<file path="src/rtl/alu_operand_sequencer_if.sv">
// Board-side bundle for the operand sequencer: switches/buttons in, ALU operand/result buses.
// master = sequencer (drives ALU inputs, latches results); slave = board + ALU side.
// No handshake: all signals are level, sampled every core cycle.
interface alu_operand_sequencer_if;
    logic [15:0] sw_data;
    logic [1:0]  key_n;
    logic [31:0] alu_porta;
    logic [31:0] alu_portb;
    logic [3:0]  alu_op;
    logic [31:0] alu_outport;
    logic        alu_negf;
    logic        alu_zerf;
    logic        alu_ovef;
    logic [31:0] result;
    logic [2:0]  flags;
    logic        result_valid;
    logic [2:0]  state_o;
    logic [31:0] disp_value;

    modport master (
        input  sw_data, key_n, alu_outport, alu_negf, alu_zerf, alu_ovef,
        output alu_porta, alu_portb, alu_op, result, flags, result_valid, state_o, disp_value
    );

    modport slave (
        output sw_data, key_n, alu_outport, alu_negf, alu_zerf, alu_ovef,
        input  alu_porta, alu_portb, alu_op, result, flags, result_valid, state_o, disp_value
    );
endinterface

</file>
<file path="src/rtl/alu_operand_sequencer.sv">
// Debounced button-driven loader for ALU operands/opcode, with result/flag capture for display.
// Latency: press pulse DEBOUNCE_CYCLES+3 after a clean edge; result ALU_WAIT+1 cycles after op enter.
// No backpressure: buttons are level inputs, the ALU is combinational and never stalls.
module alu_operand_sequencer #(
    parameter int DEBOUNCE_CYCLES = 500000,
    parameter int ALU_WAIT        = 1
) (
    input logic                    CLK,
    input logic                    nRST,
    alu_operand_sequencer_if.master bus
);
    localparam int CW = $clog2(DEBOUNCE_CYCLES);
    localparam int WW = (ALU_WAIT > 1) ? $clog2(ALU_WAIT) : 1;
    localparam logic [CW-1:0] CNT_LAST  = CW'(DEBOUNCE_CYCLES - 1);
    localparam logic [WW-1:0] WAIT_LAST = WW'(ALU_WAIT - 1);

    typedef enum logic [2:0] {
        LOAD_A  = 3'd0,
        LOAD_B  = 3'd1,
        LOAD_OP = 3'd2,
        EXEC    = 3'd3,
        SHOW    = 3'd4
    } state_t;

    logic [1:0]    sync1, sync2, stable, press;
    logic [CW-1:0] cnt [2];

    // Buttons idle high; a press is a debounced 1->0 of the stable level.
    always_ff @(posedge CLK) begin
        if (!nRST) begin
            sync1  <= 2'b11;
            sync2  <= 2'b11;
            stable <= 2'b11;
            press  <= 2'b00;
            cnt[0] <= '0;
            cnt[1] <= '0;
        end else begin
            sync1 <= bus.key_n;
            sync2 <= sync1;
            for (int k = 0; k < 2; k++) begin
                press[k] <= 1'b0;
                if (sync2[k] == stable[k]) begin
                    cnt[k] <= '0;
                end else if (cnt[k] == CNT_LAST) begin
                    stable[k] <= sync2[k];
                    cnt[k]    <= '0;
                    press[k]  <= ~sync2[k];
                end else begin
                    cnt[k] <= cnt[k] + 1'b1;
                end
            end
        end
    end

    logic        enter, clr;
    logic [31:0] sext;
    assign enter = press[0];
    assign clr   = press[1];
    assign sext  = {{16{bus.sw_data[15]}}, bus.sw_data};

    state_t      state, state_nx;
    logic [WW-1:0] wait_cnt, wait_nx;
    logic [31:0] porta, porta_nx, portb, portb_nx, result, result_nx;
    logic [3:0]  op, op_nx;
    logic [2:0]  flags, flags_nx;
    logic        rv, rv_nx;

    always_ff @(posedge CLK) begin
        if (!nRST) begin
            state    <= LOAD_A;
            wait_cnt <= '0;
            porta    <= '0;
            portb    <= '0;
            op       <= '0;
            result   <= '0;
            flags    <= '0;
            rv       <= 1'b0;
        end else begin
            state    <= state_nx;
            wait_cnt <= wait_nx;
            porta    <= porta_nx;
            portb    <= portb_nx;
            op       <= op_nx;
            result   <= result_nx;
            flags    <= flags_nx;
            rv       <= rv_nx;
        end
    end

    always_comb begin
        state_nx  = state;
        wait_nx   = wait_cnt;
        porta_nx  = porta;
        portb_nx  = portb;
        op_nx     = op;
        result_nx = result;
        flags_nx  = flags;
        rv_nx     = rv;
        // Clear outranks a same-cycle enter.
        if (clr) begin
            state_nx  = LOAD_A;
            wait_nx   = '0;
            porta_nx  = '0;
            portb_nx  = '0;
            op_nx     = '0;
            result_nx = '0;
            flags_nx  = '0;
            rv_nx     = 1'b0;
        end else begin
            case (state)
                LOAD_A: if (enter) begin
                    porta_nx = sext;
                    rv_nx    = 1'b0;
                    state_nx = LOAD_B;
                end
                LOAD_B: if (enter) begin
                    portb_nx = sext;
                    state_nx = LOAD_OP;
                end
                LOAD_OP: if (enter) begin
                    op_nx    = bus.sw_data[3:0];
                    wait_nx  = '0;
                    state_nx = EXEC;
                end
                EXEC: begin
                    if (wait_cnt == WAIT_LAST) begin
                        result_nx = bus.alu_outport;
                        flags_nx  = {bus.alu_negf, bus.alu_zerf, bus.alu_ovef};
                        rv_nx     = 1'b1;
                        wait_nx   = '0;
                        state_nx  = SHOW;
                    end else begin
                        wait_nx = wait_cnt + 1'b1;
                    end
                end
                SHOW: if (enter) state_nx = LOAD_A;
                default: state_nx = LOAD_A;
            endcase
        end
    end

    always_comb begin
        bus.disp_value = result;
        case (state)
            LOAD_A, LOAD_B: bus.disp_value = sext;
            LOAD_OP:        bus.disp_value = {28'b0, bus.sw_data[3:0]};
            EXEC:           bus.disp_value = bus.alu_outport;
            default:        bus.disp_value = result;
        endcase
    end

    assign bus.alu_porta    = porta;
    assign bus.alu_portb    = portb;
    assign bus.alu_op       = op;
    assign bus.result       = result;
    assign bus.flags        = flags;
    assign bus.result_valid = rv;
    assign bus.state_o      = state;
endmodule

</file>
<file path="src/flat_wrapper.sv">
// flat-port wrapper written by rule: the top's interface ports become plain ports
module alu_operand_sequencer_flat 
#(
    parameter int DEBOUNCE_CYCLES = 500000,
    parameter int ALU_WAIT        = 1
)
  (CLK, nRST, bus_sw_data, bus_key_n, bus_alu_outport, bus_alu_negf, bus_alu_zerf, bus_alu_ovef, bus_alu_porta, bus_alu_portb, bus_alu_op, bus_result, bus_flags, bus_result_valid, bus_state_o, bus_disp_value);
  alu_operand_sequencer_if bus_i ();
  input logic CLK;
  input logic nRST;
  input wire logic [$bits(bus_i.sw_data)-1:0] bus_sw_data;
  input wire logic [$bits(bus_i.key_n)-1:0] bus_key_n;
  input wire logic [$bits(bus_i.alu_outport)-1:0] bus_alu_outport;
  input wire logic [$bits(bus_i.alu_negf)-1:0] bus_alu_negf;
  input wire logic [$bits(bus_i.alu_zerf)-1:0] bus_alu_zerf;
  input wire logic [$bits(bus_i.alu_ovef)-1:0] bus_alu_ovef;
  output wire logic [$bits(bus_i.alu_porta)-1:0] bus_alu_porta;
  output wire logic [$bits(bus_i.alu_portb)-1:0] bus_alu_portb;
  output wire logic [$bits(bus_i.alu_op)-1:0] bus_alu_op;
  output wire logic [$bits(bus_i.result)-1:0] bus_result;
  output wire logic [$bits(bus_i.flags)-1:0] bus_flags;
  output wire logic [$bits(bus_i.result_valid)-1:0] bus_result_valid;
  output wire logic [$bits(bus_i.state_o)-1:0] bus_state_o;
  output wire logic [$bits(bus_i.disp_value)-1:0] bus_disp_value;
  assign bus_i.sw_data = bus_sw_data;
  assign bus_i.key_n = bus_key_n;
  assign bus_i.alu_outport = bus_alu_outport;
  assign bus_i.alu_negf = bus_alu_negf;
  assign bus_i.alu_zerf = bus_alu_zerf;
  assign bus_i.alu_ovef = bus_alu_ovef;
  assign bus_alu_porta = bus_i.alu_porta;
  assign bus_alu_portb = bus_i.alu_portb;
  assign bus_alu_op = bus_i.alu_op;
  assign bus_result = bus_i.result;
  assign bus_flags = bus_i.flags;
  assign bus_result_valid = bus_i.result_valid;
  assign bus_state_o = bus_i.state_o;
  assign bus_disp_value = bus_i.disp_value;
  alu_operand_sequencer #(.DEBOUNCE_CYCLES(DEBOUNCE_CYCLES), .ALU_WAIT(ALU_WAIT)) u_core (.CLK(CLK), .nRST(nRST), .bus(bus_i));
endmodule
</file>
<file path="config.mk">
export PLATFORM = sky130hd
export DESIGN_NAME = alu_operand_sequencer_flat
export DESIGN_NICKNAME = d
export VERILOG_FILES = /design/src/rtl/alu_operand_sequencer_if.sv /design/src/rtl/alu_operand_sequencer.sv /design/src/flat_wrapper.sv
export SDC_FILE = /design/constraint.sdc
export NUM_CORES = 1
export LEC_CHECK = 0
export ABC_AREA = 1
export BUFFER_PORTS_ARGS = -buffer_cell sky130_fd_sc_hd__buf_2
export CAP_MARGIN = 25
export CORE_AREA = 2 2 113 159
export DETAILED_ROUTE_END_ITERATION = 8
export DIE_AREA = 0 0 115 161
export HOLD_SLACK_MARGIN = 0.1
export PLACE_DENSITY = 0.57
export SLEW_MARGIN = 25
export SYNTH_ARGS = -nofsm -noshare
export SYNTH_HDL_FRONTEND = slang
export SYNTH_SLANG_ARGS = --single-unit
</file>
<file path="constraint.sdc">
create_clock -name CLK -period 2.8 [get_ports CLK]
set_input_delay 0.14 -clock CLK [delete_from_list [all_inputs] [get_ports CLK]]
set_output_delay 0.14 -clock CLK [all_outputs]
set_load 0.1 [all_outputs]
</file>
* Word level (Yosys, flattened, before mapping)
Memories as Yosys holds them, arrays and structs flattened.
Cells that the tools add are included.
** Storage, ports and cells
- Register bits :: 84
- Bits in writable memories :: 38
- Logic and storage cells :: 102
- Memories kept :: 1
** Operators by class
- Add/subtract/negate cells :: 3
- Eq/ne operators :: 13
- Multiplexer cells :: 41
- Bitwise operators :: 14
- Reductions and logical operators :: 16
** Memories
- u_core.cnt :: depth 2, width 19, read ports 2, clocked after Yosys merged registers in 0, write ports 2, line alu_operand_sequencer.sv:26 : logic [CW-1:0] cnt [2];
** Operator list (count)
- 19-bit two-way mux :: 6
- 32-bit case mux with 3 select lines :: 1
- 19-bit by 1-bit adder with 19-bit output, second input constant :: 2
- 19-bit == test, second input constant :: 2
- 1-bit two-way mux :: 26
- 3-bit two-way mux :: 5
- 3-bit case mux with 5 select lines :: 1
- 2-bit AND reduction :: 7
- 2-bit by 1-bit != test with 1-bit output, second input constant :: 4
- 1-bit NOT :: 8
- 3-bit by 2-bit == test with 1-bit output, second input constant :: 2
- 1-bit OR :: 6
- 3-bit OR reduction :: 2
- 5-bit AND reduction :: 1
- 1-bit case mux with 2 select lines :: 2
- 2-bit nonzero test :: 2
- 2-bit OR reduction :: 2
- 3-bit by 1-bit == test with 1-bit output, second input constant :: 1
- 3-bit == test, second input constant :: 1
- 3-bit logical NOT :: 1
- 3-bit AND reduction :: 1
- 1-bit == test :: 2
- 2-bit != test, second input constant :: 1
- 1-bit adder, second input constant :: 1

* Longest topological paths before layout
- Depth after elaboration :: 7
- Mapped depth :: 9
- Mapped depth without buffers :: 9

* Least setup slack after synthesis
Ideal clock, no wire load.
- Path type :: reg-to-output
- From :: register u_core.state[2] (netlist: u_core.bus.state_o[2])
- To :: output bus_disp_value[20]
- Arrival :: 2.481 ns
- Data required time :: 2.660 ns
- Path slack :: 0.179 ns
- Stages on the path, launching flop included :: 6
- Path buffers :: 2
- Cells stage by stage :: dfxtp_1 buf_4 nor2_2 nand2_1 buf_2 nand3_1
** On the way
- Longest elaborated chain between the ends :: 3
- Elaborated cells between the ends (all ways) :: 6
** RTL lines
- start: declaration :: line alu_operand_sequencer.sv:61 : state_t state, state_nx;
- start signal: assignment :: line alu_operand_sequencer.sv:79 : state <= state_nx;
- 3-bit by 1-bit == test with 1-bit output / 3-bit logical NOT (equally long branches) :: line alu_operand_sequencer.sv:144 : case (state)
- 2-bit OR reduction :: line alu_operand_sequencer.sv:144
- 32-bit case mux with 3 select lines * :: line alu_operand_sequencer.sv:144
- end: declaration :: line flat_wrapper.sv:24 : output wire logic [$bits(bus_i.disp_value)-1:0] bus_disp_value;
Mark *: on every way between the ends. The rest lies on a longest branch, timed or not.

* Worst setup path in the final report
- From :: register u_core.state[1] (netlist: u_core.bus.state_o[1])
- To :: output bus_disp_value[0]
The elaborated chain is that of the path after synthesis.

==> results by stage <==
Outcome:
- The flow ran to the end, and the final reports show no timing, DRC or antenna violations.

Global routing:
- The overflow left after global routing is 0.
- Entering global routing, the biggest net connects 50 pins.
- The global-route wire length before repair is 28.1 mm.
- The number of global-route vias before repair came to 5,664.
- For this run, the total global-route usage over all layers was measured as 19.5%.
- The initial antenna violation count was 0.

Clocking:
- Clock tree synthesis found a total of 121 sinks.
- The clock latency reported for the late side of the worst-skew pair is 0.42 ns.
- The post-cts hold buffer count is 54.
- The TritonCTS clock tree is built.
- The library cell used as clock root buffer is sky130_fd_sc_hd__clkbuf_16.
- Clock-pin slew was measured on the worst setup and hold paths at 0.06 ns.
- The number of buffers inserted during clock tree synthesis is 17.
- The largest buffer count on any clock path is 2.
- The post-CTS setup repair buffer count is 0.
- In this run, post-CTS repair resized a total of 0 instances.
- In this run the number of H-tree levels came out at 4.

Timing:
- At the pin with the least slew margin, the transition time is 0.696 ns.
- Subtracting the final worst setup slack from the clock period gives 2.31 ns.
- For the final database, setup skew stands at 0.00847 ns.
- Setup violations remaining at the end of the flow were counted as 0.
- The number of slew-limit violations in the final report is 0.
- The minimum hold slack is 0.412 ns.
- Setup repair after global routing left no endpoint under its margin.
- Dividing the final minimum period by the clock period gives 82.7%.
- For the final routed database, the setup TNS stands at 0 ns.
- The total count of hold-check failures in the final report is 0.
- The worst slew margin relative to its limit is 53.5%.
- The highest achievable clock rate is 0.432 GHz.

Synthesis:
- The multiplexer share of the synthesized area is 0%.
- After Yosys synthesis, full adders, half adders and majority gates account for 0.422% of the synthesized area.
- The post-synthesis average cell area is 7.52 um2.
- The post-synthesis instance area is 5930 um2.
- The synthesized netlist devotes 7.60% of its cell area to compound gates.
- After technology mapping, the gate count stands at 788.
- After synthesis, the largest family of logic cells by area is simple AND/OR/NAND/NOR gates.
- The count of state elements after synthesis is 121.
- Counting flops with a built-in enable in the synthesized netlist gives 38.
- After Yosys synthesis, and, or, nand and nor cells account for 31.8% of the synthesized area.
- The portion of the post-synthesis area used by sequential elements is 47.3%.
- After synthesis, the share of flip-flops with an asynchronous set or reset is 0%.
- For this run, the leading register cell type out of synthesis is sky130_fd_sc_hd__dfxtp_1.
- Yosys printed 0 warnings.
- Summing the areas of all xor and xnor instances in the mapped netlist gives 2.81% of the synthesized area.
- Counting distinct cell types in the post-synthesis netlist gives 31.

Placed design:
- The wire-length estimate of the detail-placed layout is 13.0 mm.
- The count of buffers added on input and output ports is 193.
- The congestion estimate from routability-driven global placement came to 0.879.

Die:
- The top-level I/O count is 194.
- The floorplan step set the die height to 161 um.
- Row generation in the floorplan step produced 57 rows.
- The total die area is 18,500 um2.
- The die is 115 um wide.
- For this configuration, the core starts out at a cell density of 34.6%.
- The floorplan step defined a core boundary enclosing 17,100 um2.

Cells and area:
- The repair_antennas step left the layout with diodes totalling 0.
- Registers take 2800 um2.
- The area growth from synthesis to layout is 42.9%.
- The fill cell total of the finished layout is 1,700.
- In the final layout, the share of cells above drive strength 1 is 24.0%.
- The final net count is 1,092.
- The multi-input logic area is 2670 um2.

Power and ir drop:
- The switching power is 0.00125 W.
- The internal power of the cells totals 0.00324 W.
- VDD sags by at most 0.379 mV.
- The proportion of power drawn by combinational gates is 11.5%.
- The static leakage is 3.75 nW.
- Registers are responsible for 41.4% of the overall power.
- The total power divided by cell area is 531 nW/um2.
- Of the total power, the share spent switching nets is 27.8%.
- Of the total power, the clock network draws 47.1%.

Critical path:
- The worst path required time is 2.66 ns.
- The signal on the critical path passes through nand2_2 -> nor2_4 -> nand2_1 -> nand3_1 -> buf_2.
- On the worst path, the slowest cell contributes a delay of 0.45 ns.
- Data on the critical path arrives at its endpoint at 2.17 ns.
- The endpoint type of the worst setup path is an output pin.
- The highest net fanout along the worst path is 20.
- The critical path startpoint category is a flop.
- The critical path is of the reg2out type.
- The master of the slowest instance on the critical path is sky130_fd_sc_hd__dfxtp_1.

Run:
- The max-cap violation count is 0.

Routing:
- The average wire per cell in the routed design is 14.4 um.
- The first detailed-routing pass took 4 iterations.
- For this block, the routed nets add up to 18.0 mm of wire.
- The final routed DRC violation total is 0.
- Across all layers, the routed design uses 5,827 vias.
- Using the TritonRoute via totals, the vias-per-cell ratio works out to 4.65.
- The count of nets left with antenna violations once routing finished came out at 0.
- After the first detailed-routing iteration, the DRC count stood at 462.

Hold path:
- The tightest min-delay check is of the reg2reg type.
-- layout by cell type (no fill, tap or decap), drive strengths merged, types with 38 or more instances in the layout --
master         n
nor2          85
inv           57
nand3         58
buf          200
dlygate4sd3   54
conb          38
edfxtp        38
a21oi         84
nand2        266
dfxtp         83
-- routing by layer --
metal	wire [um]	up-vias	share of wire [%]	global-route usage, %
met1	7220	2633	40	21.6
met3	867	38	4.8	5.22
met5	0	-	0	0
li1	-	2985	-	-
met2	9240	171	51	33.6
met4	672	0	3.7	10.1
-- cell families (layout without fill, tap and decap cells) --
kind of cell,Yosys count,count (layout)
xor gates and xnor gates,19,19
DFF,121,121
buffers and inverters,110,333
adders and majority gates,2,2
AOI/OAI and AO/OA,90,90
and+or+nand+nor,445,445
other,1,38
-- power by group through the flow --
stage / combinational (W) / clock [W] / sequential, W
after floorplan: 0.000275 / 0 / 0.00189
after global placement: 0.000457 / 0 / 0.00190
after detailed placement: 0.000457 / 0 / 0.00190
after CTS: 0.000518 / 0.00217 / 0.00186
after global routing: 0.000544 / 0.00225 / 0.00187
final: 0.000517 / 0.00212 / 0.00186
-- critical path, delay by kind of cell, from the launching register on --
kind	cells	cell delay, ns
DFF	1	0.45
and+or+nand+nor	4	0.87
buffers and inverters	1	0.44
-- cell type report --
class	count	area share (%)
Multi-Input combinational cell	594	31.5
Clock inverter	14	1.43
Sequential cell	121	33.1
Clock buffer	18	5.32
Timing Repair Buffer	254	23.5
Inverter	47	2.10
Tap cell	206	3.04
-- cells in the mapped netlist (4+ instances only) --
cell type,instances,area (um2)
sky130_fd_sc_hd__o21ai_0,6,30.0
sky130_fd_sc_hd__dfxtp_1,83,1660
sky130_fd_sc_hd__a21oi_1,84,420
sky130_fd_sc_hd__xnor2_1,6,52.6
sky130_fd_sc_hd__buf_2,14,70.1
sky130_fd_sc_hd__nand3_1,57,285
sky130_fd_sc_hd__nand2_1,261,980
sky130_fd_sc_hd__inv_1,44,165
sky130_fd_sc_hd__buf_4,40,300
sky130_fd_sc_hd__xor2_1,13,114
sky130_fd_sc_hd__nand2_2,5,31.3
sky130_fd_sc_hd__nor2_1,80,300
sky130_fd_sc_hd__or2_2,4,25.0
sky130_fd_sc_hd__nand4_1,26,163
sky130_fd_sc_hd__clkbuf_1,4,15.0
sky130_fd_sc_hd__edfxtp_1,38,1140
-- per-stage QoR --
step / power, W / instances / setup slack [ns] / area [um2] / util [%]
floorplan: 0.00217 / 825 / 0.179 / 6070 / -
global placement: 0.00236 / 1168 / 0.898 / 7360 / 43.0
detailed placement: 0.00236 / 1168 / 0.884 / 7360 / 43.0
CTS: 0.00455 / 1254 / 0.435 / 8470 / 49.5
global route: 0.00466 / 1254 / 0.304 / 8470 / 49.5
finish: 0.00450 / 1254 / 0.485 / 8470 / 49.5
-- state kept, by name, indices dropped and copies added, names as in the netlist --
name                     flops
u_core.cnt                  38
u_core.bus.result           32
u_core.bus.alu_porta        16
u_core.bus.alu_portb        16
u_core.bus.alu_op            4
u_core.bus.flags             3
u_core.bus.state_o           3
u_core.press                 2
u_core.stable                2
u_core.sync1                 2
u_core.sync2                 2
u_core.bus.result_valid      1
-- worst paths after layout --
path | startpoint | endpoint | slack (ns) | depth (start not counted)
max reg2reg | u_core.bus.state_o[1]$_SDFFE_PP0P_ | u_core.bus.result[28]$_SDFFE_PP0P_ | 0.98 | 5
min | u_core.sync1[1]$_SDFF_PN1_ | u_core.sync2[1]$_SDFF_PN1_ | 0.41 | 1
max | u_core.bus.state_o[1]$_SDFFE_PP0P_ | bus_disp_value[0] | 0.49 | 5
min reg2reg | u_core.sync1[1]$_SDFF_PN1_ | u_core.sync2[1]$_SDFF_PN1_ | 0.41 | 1
Power figures use the tool's default switching activity.
